## src/rtl/link_ctrl_pkg.sv

```systemverilog
// Shared link-control types and constants.
// State encoding and default IDLE ordered set.
package link_ctrl_pkg;

    typedef enum logic [2:0] {
        ST_WAIT_GT    = 3'd0,
        ST_REALIGN    = 3'd1,
        ST_WAIT_ALIGN = 3'd2,
        ST_BLIND      = 3'd3,
        ST_HUNT       = 3'd4,
        ST_UP         = 3'd5
    } link_state_t;

    localparam logic [15:0] IDLE_WORD    = 16'hbc95;
    localparam logic [1:0]  IDLE_CHARISK = 2'b10;
    localparam logic [7:0]  RESYNC_MAX   = 8'hff;

    function automatic int max2(input int a, input int b);
        return (a > b) ? a : b;
    endfunction

endpackage

```

## src/rtl/tx_idle_inserter.sv

```systemverilog
// TX IDLE scheduler: one IDLE slot per period,
// user words forwarded in all other slots.
module tx_idle_inserter
    import link_ctrl_pkg::*;
#(
    parameter logic [15:0] g_IDLE        = IDLE_WORD,
    parameter logic [1:0]  g_IDLE_K      = IDLE_CHARISK,
    parameter int          g_IDLE_PERIOD = 193
) (
    input  logic        usrclk_i,
    input  logic        rst_i,
    input  logic        link_up_i,
    input  logic [15:0] tx_data_i,
    input  logic [1:0]  tx_k_i,
    output logic        tx_ready_o,
    output logic [15:0] tx_data_o,
    output logic [1:0]  tx_k_o
);

    localparam int CW = (g_IDLE_PERIOD > 1) ? $clog2(g_IDLE_PERIOD) : 1;

    logic [CW-1:0] slot_cnt;

    // Free-running slot counter, slot 0 is the IDLE slot.
    always_ff @(posedge usrclk_i or posedge rst_i) begin
        if (rst_i) begin
            slot_cnt <= '0;
        end else if (slot_cnt == CW'(g_IDLE_PERIOD - 1)) begin
            slot_cnt <= '0;
        end else begin
            slot_cnt <= slot_cnt + CW'(1);
        end
    end

    assign tx_ready_o = link_up_i && (slot_cnt != '0);

    // Register the word sent to the GT: user word or IDLE.
    always_ff @(posedge usrclk_i or posedge rst_i) begin
        if (rst_i) begin
            tx_data_o <= g_IDLE;
            tx_k_o    <= g_IDLE_K;
        end else if (tx_ready_o) begin
            tx_data_o <= tx_data_i;
            tx_k_o    <= tx_k_i;
        end else begin
            tx_data_o <= g_IDLE;
            tx_k_o    <= g_IDLE_K;
        end
    end

endmodule

```

## src/rtl/link_align_ctrl.sv

```systemverilog
// Link alignment controller: comma realign, IDLE hunt,
// link-up monitoring and TX IDLE insertion.
module link_align_ctrl
    import link_ctrl_pkg::*;
#(
    parameter logic [15:0] g_IDLE          = IDLE_WORD,
    parameter logic [1:0]  g_IDLE_K        = IDLE_CHARISK,
    parameter int          g_IDLE_PERIOD   = 193,
    parameter int          g_BLIND_PERIOD  = 10,
    parameter int          g_LOCK_IDLES    = 8,
    parameter int          g_ALIGN_TIMEOUT = 4096
) (
    input  logic        usrclk_i,
    input  logic        rst_i,
    input  logic        gt_ready_i,
    input  logic [15:0] rx_data_i,
    input  logic [1:0]  rx_k_i,
    input  logic        rx_aligned_i,
    input  logic [2:0]  rx_bufstatus_i,
    output logic        rx_realign_o,
    input  logic [15:0] tx_data_i,
    input  logic [1:0]  tx_k_i,
    output logic        tx_ready_o,
    output logic [15:0] tx_data_o,
    output logic [1:0]  tx_k_o,
    output logic        link_up_o,
    output logic [2:0]  state_o,
    output logic [7:0]  resync_cnt_o
);

    localparam int MAXC = max2(max2(g_ALIGN_TIMEOUT, 2 * g_IDLE_PERIOD),
                               max2(g_BLIND_PERIOD, g_LOCK_IDLES));
    localparam int CW   = $clog2(MAXC + 1);

    link_state_t   state, state_n;
    logic [CW-1:0] state_cnt, state_cnt_n;
    logic [CW-1:0] idle_cnt, idle_cnt_n;
    logic          resync_inc;
    logic          good_idle, neutral_k, bad_k;

    assign good_idle = (rx_k_i == g_IDLE_K) && (rx_data_i == g_IDLE);
    assign neutral_k = (rx_k_i == 2'b00);
    assign bad_k     = !good_idle && !neutral_k;

    // State register, per-state counters and registered flags.
    always_ff @(posedge usrclk_i or posedge rst_i) begin
        if (rst_i) begin
            state        <= ST_WAIT_GT;
            state_cnt    <= '0;
            idle_cnt     <= '0;
            rx_realign_o <= 1'b0;
            link_up_o    <= 1'b0;
            resync_cnt_o <= '0;
        end else begin
            state        <= state_n;
            state_cnt    <= state_cnt_n;
            idle_cnt     <= idle_cnt_n;
            rx_realign_o <= (state_n == ST_WAIT_ALIGN);
            link_up_o    <= (state_n == ST_UP);
            if (resync_inc && resync_cnt_o != RESYNC_MAX) begin
                resync_cnt_o <= resync_cnt_o + 8'd1;
            end
        end
    end

    // Next-state logic; one REALIGN per cycle however many faults.
    always_comb begin
        state_n     = state;
        state_cnt_n = state_cnt + CW'(1);
        idle_cnt_n  = idle_cnt;
        resync_inc  = 1'b0;
        unique case (state)
            ST_WAIT_GT: begin
                state_cnt_n = '0;
                if (gt_ready_i) state_n = ST_REALIGN;
            end
            ST_REALIGN: begin
                state_n = ST_WAIT_ALIGN;
            end
            ST_WAIT_ALIGN: begin
                if (rx_aligned_i) begin
                    state_n = ST_BLIND;
                end else if (state_cnt == CW'(g_ALIGN_TIMEOUT - 1)) begin
                    state_n = ST_REALIGN;
                end
            end
            ST_BLIND: begin
                if (!rx_aligned_i) begin
                    state_n = ST_REALIGN;
                end else if (state_cnt == CW'(g_BLIND_PERIOD - 1)) begin
                    state_n = ST_HUNT;
                end
            end
            ST_HUNT: begin
                if (bad_k) begin
                    state_n = ST_REALIGN;
                end else if (good_idle) begin
                    state_cnt_n = '0;
                    idle_cnt_n  = idle_cnt + CW'(1);
                    if (idle_cnt == CW'(g_LOCK_IDLES - 1)) state_n = ST_UP;
                end else if (state_cnt == CW'(2 * g_IDLE_PERIOD - 1)) begin
                    state_n = ST_REALIGN;
                end
            end
            ST_UP: begin
                state_cnt_n = '0;
                if (!rx_aligned_i || bad_k || rx_bufstatus_i[2]) begin
                    state_n = ST_REALIGN;
                end
            end
            default: begin
                state_n = ST_WAIT_GT;
            end
        endcase
        if (!gt_ready_i) state_n = ST_WAIT_GT;
        if (state_n != state) begin
            state_cnt_n = '0;
            idle_cnt_n  = '0;
        end
        resync_inc = (state_n == ST_REALIGN) &&
                     (state == ST_WAIT_ALIGN || state == ST_BLIND ||
                      state == ST_HUNT || state == ST_UP);
    end

    assign state_o = state;

    tx_idle_inserter #(
        .g_IDLE        (g_IDLE),
        .g_IDLE_K      (g_IDLE_K),
        .g_IDLE_PERIOD (g_IDLE_PERIOD)
    ) u_tx_idle (
        .usrclk_i   (usrclk_i),
        .rst_i      (rst_i),
        .link_up_i  (link_up_o),
        .tx_data_i  (tx_data_i),
        .tx_k_i     (tx_k_i),
        .tx_ready_o (tx_ready_o),
        .tx_data_o  (tx_data_o),
        .tx_k_o     (tx_k_o)
    );

endmodule

```

## config.mk

```make
export PLATFORM = sky130hd
export DESIGN_NAME = link_align_ctrl
export DESIGN_NICKNAME = d
export VERILOG_FILES = /design/src/rtl/link_ctrl_pkg.sv /design/src/rtl/tx_idle_inserter.sv /design/src/rtl/link_align_ctrl.sv
export SDC_FILE = /design/constraint.sdc
export NUM_CORES = 1
export LEC_CHECK = 0
export CORE_MARGIN = 2
export CORE_UTILIZATION = 30
export CTS_CLUSTER_DIAMETER = 50
export DETAILED_ROUTE_END_ITERATION = 16
export SLEW_MARGIN = 30
export SYNTH_ARGS = -nofsm -noshare
export SYNTH_HDL_FRONTEND = slang
export SYNTH_SLANG_ARGS = --single-unit
```

## constraint.sdc

```tcl
create_clock -name usrclk_i -period 3 [get_ports usrclk_i]
set_input_delay 0.6 -clock usrclk_i [delete_from_list [all_inputs] [get_ports usrclk_i]]
set_output_delay 0.6 -clock usrclk_i [all_outputs]
set_load 0.03 [all_outputs]
```

Word level (Yosys, flattened, before mapping). Cells that the tools add are included.

Bits in registers: 65. Input bits: 43. Output and inout bits: 32. Logic and storage cells: 73.

Add/sub/neg operators: 4. Equal/unequal tests: 18. Mux-type cells: 22. Reduce and logical (&&, ||, !) cells: 20.

Operators by type and width (count): $mux 13 (7); $mux 3 (10); $add 13x1->13 const B (2); $pmux 13 s2 (1); $pmux 3 s6 (1); $add 8x1->8 const B (2); $eq 16x16->1 const B (1); $mux 16 (1); $eq 13x12->1 const B (1); $eq 13x3->1 const B (1); $eq 13x4->1 const B (1); $eq 13x9->1 const B (1); $eq 3x2->1 const B (3); $eq 3x3->1 const B (3); $eq 8x8->1 const B (1); $mux 8 (1); $ne 8x8->1 const B (1); $reduce_bool 8->1 (1); $eq 3x1->1 const B (2); $logic_and 1x1->1 (5); $logic_or 1x1->1 (5); $reduce_bool 2->1 (2); $logic_not 1->1 (3); $logic_not 3->1 (1); other kinds (7) (7).

Depth between registers and ports, before layout. Gate-level depths: netlist of run 1.

Depth after elaboration: 12. Depth in mapped cells: 9. Gate-level depth less buffers: 8.

By module. Synthesis of run 1 repeated with hierarchy kept, for this count alone.

Cell total of the unflattened synthesis: 304. Area total of the unflattened synthesis: 3330.7 um^2.

Modules (own cells, without submodules): link_align_ctrl (times used 1, cells each 232, area an instance 2309.7 um^2, seq. area each 975.9 um^2); tx_idle_inserter (times used 1, cells each 72, area an instance 1021.0 um^2, seq. area each 663.1 um^2).

Worst setup path after synthesis of run 1. No wires, ideal clock.

Path type: input to register. From: input rx_data_i[14]. To: register state_cnt[12]. Setup time: 122 ps. Arrival time: 2138 ps. Required time: 2878 ps. Setup slack: 740 ps. Stages: 7. Path buffers: 1. Path through: nand4b_1 -> nor3_1 -> and3_1 -> o32ai_4 -> xnor2_2 -> buf_6 -> nor3_2.

Cells in the longest elaborated chain, start to end: 11. Elaborated cells on any way between the ends: 16. Those cells by class: 2 x eq/ne; 9 x mux; 5 x reduce/logical.

RTL lines: from (decl) (RTL line link_align_ctrl.sv:16) `input logic [15:0] rx_data_i,`; $eq 16x16->1 * (RTL line link_align_ctrl.sv:41) `assign good_idle = (rx_k_i == g_IDLE_K) && (rx_data_i == g_IDLE);`; $logic_and 1x1->1 * (RTL line link_align_ctrl.sv:41); $logic_not 1->1 (RTL line link_align_ctrl.sv:43) `assign bad_k = !good_idle && !neutral_k;`; $logic_and 1x1->1 (RTL line link_align_ctrl.sv:43); $logic_or 1x1->1 (2 in series) (RTL line link_align_ctrl.sv:107) `if (!rx_aligned_i || bad_k || rx_bufstatus_i[2]) begin`; $mux 3 (RTL line link_align_ctrl.sv:107); $pmux 3 s6 * (RTL line link_align_ctrl.sv:72) `unique case (state)`; $mux 3 * (RTL line link_align_ctrl.sv:115) `if (!gt_ready_i) state_n = ST_WAIT_GT;`; net state_n[0] (RTL line link_align_ctrl.sv:35) `link_state_t state, state_n;`; $ne 3x3->1 * (RTL line link_align_ctrl.sv:116) `if (state_n != state) begin`; $mux 13 * (RTL line link_align_ctrl.sv:116); net state_cnt_n[12] (RTL line link_align_ctrl.sv:36) `logic [CW-1:0] state_cnt, state_cnt_n;`; to (signal assigned) (RTL line link_align_ctrl.sv:56) `state_cnt <= state_cnt_n;`; to (decl) (RTL line link_align_ctrl.sv:36).

Mark *: on every way through the listed nets, which the timed path passes. The rest lies on a longest branch. A chain may end at the register's enable or synchronous reset.

Worst setup path after layout of run 1.
From: register state_cnt[1]. To: register idle_cnt[7].

Cells in the longest elaborated chain, start to end: 9. Elaborated cells on any way between the ends: 18. Those cells by class: 5 x eq/ne; 10 x mux; 3 x reduce/logical.

RTL lines: $eq 13x9->1 (RTL line link_align_ctrl.sv:101) `end else if (state_cnt == CW'(2 * g_IDLE_PERIOD - 1)) begin`; $mux 3 (RTL line link_align_ctrl.sv:101); $mux 3 (RTL line link_align_ctrl.sv:97) `end else if (good_idle) begin`; $mux 3 (RTL line link_align_ctrl.sv:95) `if (bad_k) begin`; $pmux 3 s6 * (RTL line link_align_ctrl.sv:72); $mux 3 * (RTL line link_align_ctrl.sv:115); $ne 3x3->1 * (RTL line link_align_ctrl.sv:116); $ne 2x1->1 (no line) or $reduce_bool 2->1 (tied branches); $reduce_and 3->1 (no line); to (signal assigned) (RTL line link_align_ctrl.sv:57) `idle_cnt <= idle_cnt_n;`; to (decl) (RTL line link_align_ctrl.sv:37) `logic [CW-1:0] idle_cnt, idle_cnt_n;`.

Every way passes the cells marked *; elsewhere a longest branch is shown, timed or not.

==> impl_results.md, run 1 <==
* DR pass1 iterations at 4
* Total design power at 2490 uW
* Global Route Usage Sum at 13.3%
* Busiest layer in global routing: met2
* Detailed-route DRC error count at 0
* Yosys reg bits at 65
* Clock slew seen by the registers of the worst setup and hold paths at 0.06 ns
* Worst Hold Path EP: u_tx_idle.slot_cnt[4]$_DFF_PP0_
* Maximum clock skew at final layout at 0.0101 ns
* Top post-synthesis cells by count: 55 x dfrtp_1, 28 x xnor2_1, 26 x nand2_1
* Cell count after synthesis at 327
* Run status: completed
* DRT antenna net count at 0
* RD Place Congestion at 0.793
* H-tree Lvls at 3
* TritonCTS Buffers at 9
* Family with the most delay on the worst path: simple AND/OR/NAND/NOR gates
* RSZ-0062 raised after global routing: false
* Hold Startpoint: u_tx_idle.slot_cnt[4]$_DFF_PP0_
* Starting DRT DRC Count at 165
* Setup TNS at 0 ns
* Port Buffer Count at 72
* CTS Buffer Depth at 2
* M3 GR Usage at 4.21%
* Critical Path RT at 3.20 ns
* Crit path buf inv count at 2
* Layout area overhead at 36.8%
* Overflow after GRT at 0
* Final setup fails at 0
* First-pass GRT wire length at 13,200 um
* Ant diodes at 0
* Pwr Density at 530 mW/mm^2
* Syn avg cell area at 10.5 um^2
* Leakage at 0.00189 uW
* Worst VDD drop at 0.282 mV
* Clock power frac at 46.1%
* Avg WL per Cell at 13.7 um
* Synth top area share at 40.1%
* CP max-delay cell: dfrtp_1
* # IOs at 75
* Post-synth EDFFs at 0
* Clk root buf: clkbuf_16
* Hold-fix buffers at CTS at 0
* Vias in the first global route at 2,667
* Mapped Area at 0.00343 mm^2
* Arr. time, crit path at 2.69 ns
* Worst setup SP type: register
* Seq pwr share at 38.2%
* Critical Path Max Stage Delay at 0.39 ns
* Syn Nets at 376
* Die Footprint at 0.0123 mm^2
* CTS tree: built
* Power Internal at 1860 uW
* CP Max Fanout at 16
* R2R Setup Slk at 0.52 ns
* Ratio of cells with drive above 1 in the final layout at 16.1%
* Post_cts resized at 0
* Initial Util at 30.5%
* Clk sinks at 65
* Worst setup margin at 0.518 ns
* Worst Hold Class: register to register
* Max-slew violations at 0
* Die width at 111 um
* Final core area utilization at 41.7%
* Final min period at 2.48 ns
* Post-Route WL at 7660 um
* Die H at 111 um
* Worst-Skew Late Latency at 0.33 ns
* Vias at 2,678
* Post-synthesis sequential area ratio at 47.7%
* Worst slew pin tran at 0.589 ns
* Post-DP HPWL at 5470 um
* Met1 Resource Use GR at 17.3%
* FF-to-FF End: idle_cnt[7]$_DFFE_PP0P_
* Sw Ratio at 25.5%
* Fillcell total at 1,094
* Sw power at 635 uW
* Most frequent CP cell: o211a_1
* Core outline area at 0.0113 mm^2
* MaxCap Viol Count at 0
* Setup CP Type: register to register
* Most used DFF post-synth: dfrtp_1
* Slew headroom at 60.7%
* Post-synth top area cell: dfrtp_1
* Pin count of the biggest net entering global routing at 29
* Final Net Count at 460
* Final Hold Fails at 0
* Synth top area cells: dfrtp_1 40%, dfstp_2 7.7%, xnor2_1 7.1%
* RR Startpoint: state_cnt[1]$_DFF_PP0_
* Reg2Reg Depth at 9
* Hold path depth at 1
* Via/cell ratio at 4.79
* Logic gate share of total power at 15.7%
* Critical path cell sequence: inv_1 > ha_1 > nor3b_1 > nand4_1 > o211a_1 > o211a_1 > nor3_4 > buf_4 > nor3_1
* Fmax at 403 MHz
* Row count at 39
* Post-place setup slack at 0.258 ns
* Post-synth ARST share at 100%
* Initial antenna violation count at 0
* Met2 Resource Use GR at 21.0%
* Crit end category: register
* Final Cycle Share at 82.7%
* Synth cell types at 51
* Post-CTS Setup Inserts at 0
* Syn. warnings at 0
* Top-count cell post-synth: dfrtp_1
power groups by stage:
| stage | registers, uW | logic, uW | clock network (uW) |
|---|---|---|---|
| CTS | 952 | 396 | 1180 |
| global route | 956 | 424 | 1220 |
| finish | 951 | 390 | 1150 |
| floorplan | 1010 | 184 | 0 |
| global placement | 965 | 385 | 0 |
| detailed placement | 964 | 389 | 0 |
cells in the final DEF, fill, tap and decap left out, drive strengths merged, types with 8 or more instances in the layout:
master / count
dfrtp: 55
and3: 8
nor2: 21
clkdlybuf4s50: 71
nand3: 19
nor4: 8
xnor2: 29
dfstp: 10
nand2: 26
nor3: 37
nor2b: 8
and2: 10
nand2b: 12
nand4: 11
inv: 15
clkbuf: 12
buf: 11
cell families after synthesis:
group | Yosys count | share of synthesized area [%]
AOI/OAI and AO/OA | 22 | 5.43
xor gates and xnor gates | 35 | 9.15
adders and majority gates | 6 | 2.19
buffers and inverters | 24 | 3.53
DFF | 65 | 47.7
muxes | 2 | 0.620
and+or+nand+nor | 173 | 31.3
per-layer routing:
| layer | up-vias | wire length, um | part of all wire, % |
|---|---|---|---|
| li1 | 1309 | - | - |
| met1 | 1301 | 3530 | 46 |
| met3 | 9 | 413 | 5.4 |
| met5 | - | 0 | 0 |
| met2 | 59 | 3610 | 47 |
| met4 | 0 | 106 | 1.4 |
stage by stage:
stage	cell area [um^2]	std cells	hold slack (ns)
after floorplan	3430	327	0.467
after global placement	4370	543	0.484
after detailed placement	4370	543	0.492
after CTS	4700	559	0.501
after global routing	4700	559	0.513
final	4700	559	0.491
sequential cells by signal, indices dropped and copies added, names as in the netlist:
| signal | cells |
|---|---|
| rx_realign_o | 1 |
| u_tx_idle.tx_k_o | 2 |
| idle_cnt | 13 |
| u_tx_idle.tx_data_o | 16 |
| state_cnt | 13 |
| u_tx_idle.slot_cnt | 8 |
| resync_cnt_o | 8 |
| link_up_o | 1 |
| state_o | 3 |
how the worst max path moves through the flow:
stage                                       from                      end  depth (start not counted)
after floorplan                    rx_data_i[14]  state_cnt[12]$_DFF_PP0_                          7
after global placement              rx_aligned_i  idle_cnt[6]$_DFFE_PP0P_                          8
after detailed placement            rx_aligned_i  idle_cnt[7]$_DFFE_PP0P_                          8
after CTS                 state_cnt[1]$_DFF_PP0_  idle_cnt[7]$_DFFE_PP0P_                          9
after global routing      state_cnt[1]$_DFF_PP0_  idle_cnt[7]$_DFFE_PP0P_                          9
final                     state_cnt[1]$_DFF_PP0_  idle_cnt[7]$_DFFE_PP0P_                          9
area by class of cell:
| type | instances | area, um^2 | share of cell area (%) |
|---|---|---|---|
| inverters | 15 | 56.3 | 1.20 |
| clock inverters | 4 | 76.3 | 1.62 |
| multi-input cells | 238 | 1670 | 35.6 |
| clock buffers | 12 | 256 | 5.46 |
| flip-flops and latches | 65 | 1640 | 34.9 |
| well taps | 143 | 179 | 3.81 |
| repair buffers | 82 | 818 | 17.4 |
Note: power is estimated with default switching activity, not from simulation.
==> run 2: changes to the inputs <==
==> constraint.sdc (replaced) <==
create_clock -name usrclk_i -period 2.6 [get_ports usrclk_i]
set_input_delay 0.52 -clock usrclk_i [delete_from_list [all_inputs] [get_ports usrclk_i]]
set_output_delay 0.52 -clock usrclk_i [all_outputs]
set_load 0.03 [all_outputs]
==> run 2 against run 1 <==
Against the previous run: die area unchanged; core utilization rose by 0.41 points; final area increased by 0.99%; largest cell class unchanged.
==> impl_results.md, run 2 (synthesis gave the netlist of run 1 again) <==
* Pwr Density at 575 mW/mm^2
* Vias at 2,693
* Leakage at 0.00192 uW
* Max-slew violations at 0
* Arr. time, crit path at 2.60 ns
* Slew headroom at 66.8%
* Post-DP HPWL at 5680 um
* Family with the most delay on the worst path: simple AND/OR/NAND/NOR gates
* MaxCap Viol Count at 0
* Maximum clock skew at final layout at 0.00460 ns
* Hold Slack at 0.502 ns
* Post-Route WL at 7640 um
* Fillcell total at 1,115
* # IOs at 75
* Worst VDD drop at 0.341 mV
* Final Hold Fails at 0
* Commonest cells after routing, fill and taps aside: 71 x clkdlybuf4s50_1, 55 x dfrtp_1, 28 x xnor2_1
* Largest register FFs at 16
* Run status: completed
* H-tree Lvls at 3
* Row count at 39
* CP max-delay cell: dfrtp_1
* Total design power at 2730 uW
* Die Footprint at 0.0123 mm^2
* R2R Setup Slk at 0.21 ns
* Post-CTS Setup Inserts at 0
* Ratio of cells with drive above 1 in the final layout at 18.1%
* Critical Path Max Stage Delay at 0.39 ns
* Largest register by flop count: u_tx_idle.tx_data_o
* TritonCTS Buffers at 9
* RD Place Congestion at 0.749
* Port Buffer Count at 72
* Final Net Count at 469
* Clock slew seen by the registers of the worst setup and hold paths at 0.06 ns
* Clk sinks at 65
* Critical Path RT at 2.82 ns
* CP Max Fanout at 26
* Ant diodes at 0
* Worst setup SP type: register
* RR Startpoint: state_cnt[1]$_DFF_PP0_
* Reg area at 0.00164 mm^2
* CTS tree: built
* Core outline area at 0.0113 mm^2
* Clk root buf: clkbuf_16
* Layout area overhead at 38.2%
* Final setup fails at 0
* Overflow after GRT at 0
* Worst slew pin tran at 0.497 ns
* Crit end category: register
* Hold-fix buffers at CTS at 0
* Critical path cell sequence: inv_1 > ha_1 > nor3b_1 > nand4_1 > o211a_1 > o211a_1 > nor3_4 > buf_12 > nor3_1
* Most frequent CP cell: o211a_1
* Worst Hold Class: register to register
* Starting DRT DRC Count at 119
* Hold Startpoint: resync_cnt_o[7]$_DFFE_PP0P_
* Post_cts resized at 0
* Via/cell ratio at 4.74
* Die width at 111 um
* Most common cell after layout, fill and taps aside: clkdlybuf4s50_1
* Die H at 111 um
* Final min period at 2.39 ns
* Crit path from: state_cnt[1]$_DFF_PP0_
* FF-to-FF End: idle_cnt[7]$_DFFE_PP0P_
* First-pass GRT wire length at 13,300 um
* Worst Hold Path EP: resync_cnt_o[7]$_DFFE_PP0P_
* Final Cycle Share at 91.8%
* DR pass1 iterations at 4
* Initial antenna violation count at 0
* Hold path depth at 1
* Vias in the first global route at 2,643
* CTS Buffer Depth at 2
* Crit path buf inv count at 2
* Reg2Reg Depth at 9
* Pin count of the biggest net entering global routing at 27
* Biggest regs: u_tx_idle.tx_data_o: 16 flops, idle_cnt: 13 flops, state_cnt: 13 flops
* Avg WL per Cell at 13.4 um
* Setup TNS at 0 ns
* Worst-Skew Late Latency at 0.34 ns
* Global Route Usage Sum at 13.5%
* Fmax at 419 MHz
* Initial Util at 30.5%
* RSZ-0062 raised after global routing: false
* Setup CP Type: register to register
* Multi-input logic area at 0.00167 mm^2
* Detailed-route DRC error count at 0
* DRT antenna net count at 0
-- run 2: cell types whose count changed in the layout (fill, tap and decap cells not counted), sizes merged --
cell,delta
buf,+9
inv,+4
clkbuf,-3
bufinv,-2
clkinvlp,+1
-- run 2: layout make-up --
| type | instances | area share [%] |
|---|---|---|
| inverters | 15 | 1.19 |
| clock inverters | 7 | 1.29 |
| clock buffers | 9 | 4.75 |
| multi-input cells | 238 | 35.3 |
| well taps | 143 | 3.77 |
| flip-flops and latches | 65 | 34.5 |
| repair buffers | 91 | 19.2 |
-- run 2: how the worst max path moves through the flow --
stage	end	slack, ns	depth (start not counted)
floorplan	state_cnt[6]$_DFF_PP0_	0.38	8
global placement	state_cnt[8]$_DFF_PP0_	0.007	9
detailed placement	idle_cnt[1]$_DFFE_PP0P_	-0.03	9
CTS	idle_cnt[7]$_DFFE_PP0P_	0.20	9
global route	idle_cnt[7]$_DFFE_PP0P_	0.03	8
finish	idle_cnt[7]$_DFFE_PP0P_	0.21	9
-- run 2: power breakdown --
part           switching [uW]  internal [uW]  total [uW]
clock network             487            662        1150
registers                50.1           1050        1100
logic                     251            229         480
-- run 2: metal layers --
layer | vias up | wire (um) | GRT usage, %
met1 | 1303 | 3470 | 17.6
met5 | - | 0 | 0
met4 | 0 | 155 | 5.00
met2 | 51 | 3710 | 21.4
met3 | 9 | 297 | 3.88
li1 | 1330 | - | -
-- run 2: through the flow --
step	instance area, um^2	util, %	setup slack [ns]	instances
2_1_floorplan	3430	-	0.377	327
3_3_place_gp	4460	39.5	0.00728	552
3_5_place_dp	4460	39.5	-0.0328	552
4_1_cts	4740	42.1	0.196	568
5_1_grt	4740	42.1	0.0341	568
6_report	4740	42.1	0.214	568
